`src/rtl/inst_fetch_unit_pkg.sv`:
```
// Shared definitions for the instruction-fetch unit: bus widths, stall index,
// exception bit positions and the response classification used by the top.
package inst_fetch_unit_pkg;

    localparam int INST_ADDR_W  = 32;
    localparam int INST_W       = 32;
    localparam int STALL_BUS_W  = 6;
    localparam int STALL_IF_IDX = 1;
    localparam int QUEUE_DEPTH  = 2;
    localparam int EXC_ADEL_BIT = 4;

    localparam logic [INST_ADDR_W-1:0] RESET_PC = 32'hbfc0_0000;

    // What a data_ok beat does in the current cycle.
    typedef enum logic [1:0] {
        RESP_IDLE,
        RESP_DROP,
        RESP_FILL
    } resp_action_e;

    function automatic logic [31:0] exc_vector(input logic adel);
        logic [31:0] v;
        v               = '0;
        v[EXC_ADEL_BIT] = adel;
        return v;
    endfunction

endpackage

```
`src/rtl/inst_fetch_unit_if.sv`:
```
// SRAM-like instruction-memory read port: request/address handshake followed by
// in-order data_ok beats. The fetch unit is the master, the memory the slave.
interface inst_fetch_unit_if
    import inst_fetch_unit_pkg::*;
#(
    parameter int ADDR_W = INST_ADDR_W,
    parameter int DATA_W = INST_W
);

    logic              req;
    logic [ADDR_W-1:0] addr;
    logic              addr_ok;
    logic              data_ok;
    logic [DATA_W-1:0] rdata;

    modport master (
        output req,
        output addr,
        input  addr_ok,
        input  data_ok,
        input  rdata
    );

    modport slave (
        input  req,
        input  addr,
        output addr_ok,
        output data_ok,
        output rdata
    );

endinterface

```
`src/rtl/inst_fetch_unit_fetch_queue.sv`:
```
// In-order circular buffer of fetch entries {pc, inst, done, adel}: allocate at
// tail, fill the oldest not-done entry, pop at head, clear everything on flush.
module inst_fetch_unit_fetch_queue
    import inst_fetch_unit_pkg::*;
#(
    parameter  int ADDR_W = INST_ADDR_W,
    parameter  int DATA_W = INST_W,
    parameter  int DEPTH  = QUEUE_DEPTH,
    localparam int PW     = $clog2(DEPTH),
    localparam int CW     = PW + 1
) (
    input  logic              clk,
    input  logic              rst,
    input  logic              clear,
    input  logic              alloc,
    input  logic [ADDR_W-1:0] alloc_pc,
    input  logic              alloc_adel,
    input  logic              fill,
    input  logic [DATA_W-1:0] fill_data,
    input  logic              pop,
    output logic              head_done,
    output logic [ADDR_W-1:0] head_pc,
    output logic [DATA_W-1:0] head_inst,
    output logic              head_adel,
    output logic [CW-1:0]     count,
    output logic [CW-1:0]     pending
);

    logic [ADDR_W-1:0] pc_q   [DEPTH];
    logic [DATA_W-1:0] inst_q [DEPTH];
    logic [DEPTH-1:0]  done_q;
    logic [DEPTH-1:0]  adel_q;
    logic [PW-1:0]     head_q;
    logic [PW-1:0]     tail_q;
    logic [CW-1:0]     count_q;
    logic [CW-1:0]     pend_q;

    logic [PW-1:0]     fill_idx;
    logic              fill_hit;
    logic              fill_en;

    // Oldest not-done entry, scanning from head. Misaligned entries are born
    // done, so waiting entries are not necessarily contiguous.
    always_comb begin
        // NOTE: every always_comb output gets a default first so no latch is inferred.
        fill_idx = head_q;
        fill_hit = 1'b0;
        for (int i = 0; i < DEPTH; i++) begin
            if (!fill_hit && (CW'(i) < count_q) && !done_q[head_q + PW'(i)]) begin
                fill_idx = head_q + PW'(i);
                fill_hit = 1'b1;
            end
        end
    end

    assign fill_en = fill & fill_hit;

    always_ff @(posedge clk or negedge rst) begin
        // NOTE: the storage is only DEPTH entries, so it is reset along with the
        // pointers; head outputs then read as zero straight out of reset.
        if (!rst) begin
            head_q  <= '0;
            tail_q  <= '0;
            count_q <= '0;
            pend_q  <= '0;
            done_q  <= '0;
            adel_q  <= '0;
            for (int i = 0; i < DEPTH; i++) begin
                pc_q[i]   <= '0;
                inst_q[i] <= '0;
            end
        end else if (clear) begin
            head_q  <= '0;
            tail_q  <= '0;
            count_q <= '0;
            pend_q  <= '0;
            done_q  <= '0;
        end else begin
            // NOTE: non-blocking assignments keep every register update in this
            // block seeing the pre-edge values, regardless of statement order.
            if (alloc) begin
                pc_q[tail_q]   <= alloc_pc;
                inst_q[tail_q] <= '0;
                done_q[tail_q] <= alloc_adel;
                adel_q[tail_q] <= alloc_adel;
                tail_q         <= tail_q + 1'b1;
            end
            if (fill_en) begin
                inst_q[fill_idx] <= fill_data;
                done_q[fill_idx] <= 1'b1;
            end
            if (pop) begin
                head_q <= head_q + 1'b1;
            end
            count_q <= count_q + CW'(alloc) - CW'(pop);
            pend_q  <= pend_q + CW'(alloc & ~alloc_adel) - CW'(fill_en);
        end
    end

    assign head_done = (count_q != '0) & done_q[head_q];
    assign head_pc   = pc_q[head_q];
    assign head_inst = inst_q[head_q];
    assign head_adel = adel_q[head_q];
    assign count     = count_q;
    assign pending   = pend_q;

endmodule

```
`src/rtl/inst_fetch_unit.sv`:
```
// Instruction-fetch responder: turns the PC generator's pc/ce stream into memory
// reads, pairs in-order responses with their PC and presents them to ID.
module inst_fetch_unit
    import inst_fetch_unit_pkg::*;
#(
    parameter  int ADDR_W    = INST_ADDR_W,
    parameter  int DATA_W    = INST_W,
    parameter  int DEPTH     = QUEUE_DEPTH,
    parameter  int STALL_W   = STALL_BUS_W,
    parameter  int STALL_IDX = STALL_IF_IDX,
    localparam int CW        = $clog2(DEPTH) + 1
) (
    input  logic                clk,
    input  logic                rst,
    input  logic [ADDR_W-1:0]   pc_i,
    input  logic                ce_i,
    output logic                req_ack_o,
    input  logic [STALL_W-1:0]  stall,
    input  logic                flush,
    inst_fetch_unit_if.master   inst_sram,
    output logic                id_valid_o,
    output logic [ADDR_W-1:0]   id_pc_o,
    output logic [DATA_W-1:0]   id_inst_o,
    output logic [31:0]         excepttype_o
);

    logic          misaligned;
    logic          full;
    logic          can_take;
    logic          accept_mem;
    logic          accept_adel;
    logic          pop;
    logic          head_done;
    logic          head_adel;
    logic [CW-1:0] q_count;
    logic [CW-1:0] q_pend;
    logic [CW-1:0] disc_q;
    resp_action_e  resp;
    logic          unused_stall;

    // Responses still owed for flushed requests occupy slots until they drain.
    assign full       = (q_count + disc_q) == CW'(DEPTH);
    assign misaligned = |pc_i[1:0];

    // Gated by rst so the request and acknowledge drop the moment reset asserts.
    assign can_take    = rst & ce_i & ~flush & ~full;
    assign accept_mem  = inst_sram.req & inst_sram.addr_ok;
    assign accept_adel = can_take & misaligned;
    assign req_ack_o   = accept_mem | accept_adel;

    assign inst_sram.req  = can_take & ~misaligned;
    assign inst_sram.addr = rst ? pc_i : '0;

    always_comb begin
        resp = RESP_IDLE;
        if (inst_sram.data_ok) begin
            if (disc_q != '0) begin
                resp = RESP_DROP;
            end else if (q_pend != '0) begin
                resp = RESP_FILL;
            end
        end
    end

    // On flush, every allocated-but-unanswered request becomes a response to
    // discard, less any beat that arrives in the flush cycle itself.
    always_ff @(posedge clk or negedge rst) begin
        if (!rst) begin
            disc_q <= '0;
        end else if (flush) begin
            disc_q <= disc_q + q_pend - CW'(resp != RESP_IDLE);
        end else if (resp == RESP_DROP) begin
            disc_q <= disc_q - 1'b1;
        end
    end

    inst_fetch_unit_fetch_queue #(
        .ADDR_W (ADDR_W),
        .DATA_W (DATA_W),
        .DEPTH  (DEPTH)
    ) u_queue (
        .clk        (clk),
        .rst        (rst),
        .clear      (flush),
        .alloc      (req_ack_o),
        .alloc_pc   (pc_i),
        .alloc_adel (misaligned),
        .fill       ((resp == RESP_FILL) & ~flush),
        .fill_data  (inst_sram.rdata),
        .pop        (pop),
        .head_done  (head_done),
        .head_pc    (id_pc_o),
        .head_inst  (id_inst_o),
        .head_adel  (head_adel),
        .count      (q_count),
        .pending    (q_pend)
    );

    assign id_valid_o   = head_done & ~flush;
    assign pop          = id_valid_o & ~stall[STALL_IDX];
    assign excepttype_o = exc_vector(head_adel);

    // Only the IF bit of the shared stall bus matters here.
    assign unused_stall = ^stall;

endmodule

```
`src/flat_wrapper.sv`:
```
// flat-port wrapper written by rule: the top's interface ports become plain ports
module inst_fetch_unit_flat import inst_fetch_unit_pkg::*;
#(
    parameter  int ADDR_W    = INST_ADDR_W,
    parameter  int DATA_W    = INST_W,
    parameter  int DEPTH     = QUEUE_DEPTH,
    parameter  int STALL_W   = STALL_BUS_W,
    parameter  int STALL_IDX = STALL_IF_IDX,
    localparam int CW        = $clog2(DEPTH) + 1
)
  (clk, rst, pc_i, ce_i, req_ack_o, stall, flush, id_valid_o, id_pc_o, id_inst_o, excepttype_o, inst_sram_req, inst_sram_addr, inst_sram_addr_ok, inst_sram_data_ok, inst_sram_rdata);
  inst_fetch_unit_if #(.ADDR_W(ADDR_W), .DATA_W(DATA_W)) inst_sram_i ();
  input  logic clk;
  input  logic rst;
  input  logic [ADDR_W-1:0] pc_i;
  input  logic ce_i;
  output logic req_ack_o;
  input  logic [STALL_W-1:0] stall;
  input  logic flush;
  output logic id_valid_o;
  output logic [ADDR_W-1:0] id_pc_o;
  output logic [DATA_W-1:0] id_inst_o;
  output logic [31:0] excepttype_o;
  output wire logic [$bits(inst_sram_i.req)-1:0] inst_sram_req;
  output wire logic [$bits(inst_sram_i.addr)-1:0] inst_sram_addr;
  input wire logic [$bits(inst_sram_i.addr_ok)-1:0] inst_sram_addr_ok;
  input wire logic [$bits(inst_sram_i.data_ok)-1:0] inst_sram_data_ok;
  input wire logic [$bits(inst_sram_i.rdata)-1:0] inst_sram_rdata;
  assign inst_sram_req = inst_sram_i.req;
  assign inst_sram_addr = inst_sram_i.addr;
  assign inst_sram_i.addr_ok = inst_sram_addr_ok;
  assign inst_sram_i.data_ok = inst_sram_data_ok;
  assign inst_sram_i.rdata = inst_sram_rdata;
  inst_fetch_unit #(.ADDR_W(ADDR_W), .DATA_W(DATA_W), .DEPTH(DEPTH), .STALL_W(STALL_W), .STALL_IDX(STALL_IDX)) u_core (.clk(clk), .rst(rst), .pc_i(pc_i), .ce_i(ce_i), .req_ack_o(req_ack_o), .stall(stall), .flush(flush), .inst_sram(inst_sram_i), .id_valid_o(id_valid_o), .id_pc_o(id_pc_o), .id_inst_o(id_inst_o), .excepttype_o(excepttype_o));
endmodule
```
`config.mk`:
```
export PLATFORM = sky130hd
export DESIGN_NAME = inst_fetch_unit_flat
export DESIGN_NICKNAME = d
export VERILOG_FILES = /design/src/rtl/inst_fetch_unit_pkg.sv /design/src/rtl/inst_fetch_unit_if.sv /design/src/rtl/inst_fetch_unit_fetch_queue.sv /design/src/rtl/inst_fetch_unit.sv /design/src/flat_wrapper.sv
export SDC_FILE = /design/constraint.sdc
export NUM_CORES = 1
export LEC_CHECK = 0
export ABC_AREA = 0
export BUFFER_PORTS_ARGS = -buffer_cell sky130_fd_sc_hd__buf_2
export CAP_MARGIN = 0
export CORE_AREA = 8 8 142 144
export DETAILED_ROUTE_END_ITERATION = 10
export DIE_AREA = 0 0 150 152
export SYNTH_ARGS = -nofsm -noshare
export SYNTH_HDL_FRONTEND = slang
export SYNTH_SLANG_ARGS = --single-unit
```
`constraint.sdc`:
```
create_clock -name clk -period 2.6 [get_ports clk]
set_input_delay 0 -clock clk [delete_from_list [all_inputs] [get_ports clk]]
set_output_delay 0 -clock clk [all_outputs]
set_load 0.01 [all_outputs]
```
After elaboration in Yosys (flattened, before gate mapping). Cells that the tools add are included.

Flip-flop bits (word level): 140. Bits in latches: 0. Bits in writable memories: 0. Bits in read-only memories: 0. Output and inout port bits: 131. Logic and storage cells: 126. Memories kept: 0.

Add/sub/neg operators: 10. Multiply operators: 0. Divide/modulo/power cells: 0. Order comparisons: 13. Equality and inequality tests: 3. Shift-type cells: 0. Muxes and demuxes: 46. Bitwise operators: 24. Reduce and logical (&&, ||, !) cells: 19.

Operators with widths (count): two-way mux 32 bit (9); two-way mux 64 bit (3); bitwise mux 64 bit (2); AND 64 bit (1); demux 32 bit (select 1 bit) (2); NOT 64 bit (1); two-way mux 2 bit (11); two-way mux 1 bit (15); nonzero test 2 bit (7); AND 1 bit (11); less-than comparator 1 x 2 -> 1 bit, second input constant (4); NOT 1 -> 2 bit (4); logical AND 1 bit (7); adder 2 bit (3); greater-or-equal comparator 2 bit, second input constant (3); subtractor 2 x 1 -> 2 bit (3); bitwise mux 2 bit (2); == test 2 bit, second input constant (2); less-than comparator 1 x 2 -> 1 bit, first input constant (2); less-than comparator 2 x 1 -> 1 bit, second input constant (2); NOT 1 bit (4); zero test 1 bit (3); adder 1 bit, second input constant (2); adder 2 x 1 -> 2 bit (1); other kinds (9) (11).

Longest topological paths before layout.
Depth in word-level cells: 16. Mapped depth: 12.

Modules after synthesis. From an unflattened synthesis, not the netlist that was laid out.

Cells, all modules: 573. Area, all modules: 6869.1 µm².

Modules (own cells, without submodules): inst_fetch_unit_fetch_queue (times used 1, cells each 474, area each 6143.4 µm²); inst_fetch_unit (times used 1, cells each 99, area each 725.7 µm²).

Worst setup path before layout. Ideal clock, no wire load.

Path type: register -> register. Start: reg u_core.disc_q[1]. End: reg u_core.u_queue.pc_q[10] (netlist bit). Arrival: 2.194 ns. Data required time: 2.475 ns. Path slack: 0.281 ns. Cell stages (with the launch flop): 6. Cells stage by stage: dfrtp_1 -> buf_2 -> xor3_2 -> a2111oi_4 -> buf_6 -> mux2_4.

Word-level cells in the longest chain between the ends: 8.

RTL lines: start, declared (RTL line inst_fetch_unit.sv:37) `logic [CW-1:0] disc_q;`; start signal, assigned (RTL line inst_fetch_unit.sv:71) `disc_q <= disc_q + q_pend - CW'(resp != RESP_IDLE);`; start signal, assigned (RTL line inst_fetch_unit.sv:73) `disc_q <= disc_q - 1'b1;`; adder 2 bit * (RTL line inst_fetch_unit.sv:42) `assign full = (q_count + disc_q) == CW'(DEPTH);`; == test 2 bit * (RTL line inst_fetch_unit.sv:42); NOT 1 bit * (RTL line inst_fetch_unit.sv:46) `assign can_take = rst & ce_i & ~flush & ~full;`; AND 1 bit * (RTL line inst_fetch_unit.sv:46); AND 1 bit (RTL line inst_fetch_unit.sv:51) `assign inst_sram.req = can_take & ~misaligned;`; AND 1 bit (RTL line inst_fetch_unit.sv:47) `assign accept_mem = inst_sram.req & inst_sram.addr_ok;`; bitwise OR 1 bit * (RTL line inst_fetch_unit.sv:49) `assign req_ack_o = accept_mem | accept_adel;`; AND reduction 2 bit (no line) *; end signal, assigned by index (RTL line inst_fetch_unit_fetch_queue.sv:82) `pc_q[tail_q] <= alloc_pc;`; end, declared (RTL line inst_fetch_unit_fetch_queue.sv:29) `logic [ADDR_W-1:0] pc_q [DEPTH];`.

Mark *: on every way between the ends. The rest lies on a longest branch, timed or not. A chain may end at the register's enable or synchronous reset.

Final worst setup path.
Start: reg u_core.u_queue.count_q[1], in the netlist u_core.u_queue.count[1]. End: reg u_core.u_queue.pc_q[29] (netlist bit).

Word-level cells in the longest chain between the ends: 8.

RTL lines: start, declared (RTL line inst_fetch_unit_fetch_queue.sv:35) `logic [CW-1:0] count_q;`; start signal, assigned (RTL line inst_fetch_unit_fetch_queue.sv:95) `count_q <= count_q + CW'(alloc) - CW'(pop);`; adder 2 bit * (RTL line inst_fetch_unit.sv:42); == test 2 bit * (RTL line inst_fetch_unit.sv:42); NOT 1 bit * (RTL line inst_fetch_unit.sv:46); AND 1 bit * (RTL line inst_fetch_unit.sv:46); AND 1 bit (RTL line inst_fetch_unit.sv:51); AND 1 bit (RTL line inst_fetch_unit.sv:47); bitwise OR 1 bit * (RTL line inst_fetch_unit.sv:49); AND reduction 2 bit (no line) *.

Marked as above.

==> flow_metrics.py <==
metrics = {
    "outcome": {
        "outcome": "complete, no violations",
    },
    "detailed_routing": {
        "dr.max_layer_used": "met4",
        "drtIter0Drc": 289,
        "via_count": 5421,
        "drt_pass1_iterations": 6,
        "drc_errors": 0,
        "wirelength_mm": 19.1,
        "wl_met3_um": 851,
        "routedWlPerCell_um": 17.2,
        "met1_length_mm": 7.86,
        "met2_length_mm": 10.0,
        "vias_per_cell": 4.86,
        "ant_nets": 0,
    },
    "clock_network": {
        "clock_path_buffers": 2,
        "numCtsBuffers": 17,
        "htreeDepth": 4,
        "cts_tree": "yes",
        "root_buffer": "clkbuf_16",
        "clk_pin_slew_ns": 0.06,
        "clk_latency_ns": 0.42,
        "clock_sinks": 140,
        "ctsResizeCount": 0,
    },
    "worst_setup_path": {
        "crit_type": "reg -> reg",
        "startpoint_type": "register",
        "crit_path_end_kind": "register",
        "crit_arrival_ns": 2.74,
        "crit_fanout": 23,
        "cp_slowest_cell": "a2111oi_4",
        "cp.required_ns": 2.89,
        "critPathMaxStageDelay_ns": 0.66,
        "crit_path_cell_trace": "xor3_2, a2111oi_4, buf_12, mux2_1",
        "ff2ff_path_depth": 4,
    },
    "floorplanning": {
        "ioPinCount": 207,
        "die_y_um": 152,
        "dieWidth_um": 150,
        "start_util": 0.407,
        "rows": 49,
        "die_area_sq_um": 22800,
        "core_area_sq_um": 17800,
    },
    "sta": {
        "setup_viol": 0,
        "clock-skew-final_ns": 0.00880,
        "max-slew-margin-rel": 0.274,
        "setup_tns_ns": 0,
        "fin_crit_sh": 0.943,
        "finalMaxSlewViolations": 0,
        "fin_ws_ns": 0.148,
        "final_hold_viol_count": 0,
        "worst_pin_slew_ns": 1.09,
        "fmaxAchievable_mhz": 408,
        "rsz0062_at_grt": "false",
        "fin_crit_ns": 2.45,
    },
    "place": {
        "io_buffers": 170,
        "dp_slack_ns": 0.183,
        "hpwl_mm": 12.4,
        "place.gp.congestion": 0.751,
        "placed_cell_area_sq_um": 8220,
    },
    "grt": {
        "antenna_found_initial": 0,
        "grt_pass1_vias": 6227,
        "grt_overflow_total": 0,
        "grt_pass1_wl_mm": 31.3,
        "grt_usage": 0.170,
        "grt_max_degree": 156,
    },
    "synthesis": {
        "avgSynthCellArea_sq_um": 11.1,
        "async_flop_share": 1.00,
        "yosysTopAreaCellShare": 0.484,
        "synth-seq-area-share": 0.484,
        "yosys-top-cells-area": "dfrtp_1 48%, mux2_2 11%, nand2_1 6.9%, mux2i_1 4.7%, mux2_4 4.2%",
        "syn_area_sq_um": 7230,
        "yosys_register_bits": 140,
        "yosysTopAreaCell": "dfrtp_1",
        "syn_inst": 650,
        "synth-main-ff-cell": "dfrtp_1",
        "synth_cell_types": 40,
        "yosysWarnings": 0,
        "synth_edf_count": 0,
    },
    "layout": {
        "final_nets": 958,
        "mostFrequentLayoutCells": "169 x buf_2, 139 x dfrtp_1, 133 x nand2_1",
        "finalInstanceArea_sq_um": 9460,
        "drive_above_1_share": 0.350,
        "area_growth_pct": 30.8,
        "final_common_cell": "buf_2",
        "diodes": 0,
    },
    "power": {
        "p_leak_nw": 5.04,
        "finalPower_w": 0.00703,
        "powerDensity_nw_per_um2": 743,
        "max-vdd-ir-drop_mv": 0.420,
    },
    "flow_run": {
        "cap_viol_max_count": 0,
    },
    "min_path": {
        "hold_path_class": "in -> async",
    },
}
critical path, delay by kind of cell, from the launching register on:
family | cells | cell delay (ns)
AOI/OAI and AO/OA | 1 | 0.66
DFF | 1 | 0.47
xor gates and xnor gates | 1 | 0.55
muxes | 1 | 0.35
buffers and inverters | 1 | 0.28
per-stage QoR:
step           instances   util  hold WS (ns)
2_1_floorplan        680      -        -0.296
3_3_place_gp        1018  0.462        -0.146
3_5_place_dp        1018  0.462        -0.144
4_1_cts             1115  0.532        0.0112
5_1_grt             1115  0.532        0.0237
6_report            1115  0.532        0.0180
what timing repair did:
action | in CTS | in global routing
hold buffers | 66 | 0
endpoints found under the hold margin | 273 | 0
buffers inserted | 0 | 0
cell type report:
class / instances / area [sq um]
tap: 229 / 287
timing repair buffer: 249 / 1680
clock inverter: 7 / 87.6
sequential: 140 / 3510
clock buffer: 24 / 492
inverter: 9 / 33.8
fill: 1594 / 8320
multi-input combinational: 457 / 3370
sequential cells by signal (all words and copies together) (netlist names):
signal	cells
u_core.disc_q	2
u_core.u_queue.adel_q	2
u_core.u_queue.count	2
u_core.u_queue.done_q	2
u_core.u_queue.head_q	1
u_core.u_queue.inst_q	64
u_core.u_queue.pc_q	64
u_core.u_queue.pending	2
u_core.u_queue.tail_q	1
logic make-up after synthesis:
family,share of synthesized area
muxes,0.208
xor gates and xnor gates,0.0168
and+or+nand+nor,0.146
AOI/OAI and AO/OA,0.0631
buffers and inverters,0.0671
DFF,0.484
other,0.000519
adders and majority gates,0.0138
layer usage:
layer,global-route usage,vias to the layer above
met1,0.192,2706
met4,0.0662,0
met5,0,-
met2,0.304,123
li1,-,2565
met3,0.0383,27
worst paths after layout:
path | end | start | slack, ns
setup / recovery | u_core.u_queue.pc_q[29]$_DFFE_PN0P_ | u_core.u_queue.count[1]$_DFF_PN0_ | 0.15
hold / removal | u_core.u_queue.tail_q$_DFFE_PN0P_ | rst | 0.02
setup reg to reg | u_core.u_queue.pc_q[29]$_DFFE_PN0P_ | u_core.u_queue.count[1]$_DFF_PN0_ | 0.15
hold reg to reg | u_core.u_queue.pc_q[52]$_DFFE_PN0P_ | u_core.u_queue.pc_q[52]$_DFFE_PN0P_ | 0.47
max in group asynchronous | u_core.u_queue.inst_q[9]$_DFFE_PN0N_ | rst | 1.51
min in group clk | u_core.u_queue.head_q$_DFFE_PN0P_ | stall[1] | 0.03
synth_stat cells (8+ instances only):
library cell  instances
mux2_2               70
buf_4                32
inv_1                 9
dfrtp_1             140
clkbuf_1             28
a22o_1               32
and2_1               34
mux2_4               20
nor2_1                9
ha_1                  8
mux2i_1              34
nand2_1             133
nand2b_1             35
report_power, final:
| group | leakage, nW | switching [W] | internal [W] |
|---|---|---|---|
| Clock | 0.286 | 0.000884 | 0.00150 |
| Combinational | 2.88 | 0.000884 | 0.000904 |
| Sequential | 1.88 | 0.000239 | 0.00262 |
| Total | 5.04 | 0.00201 | 0.00502 |
Power figures use the tool's default switching activity.
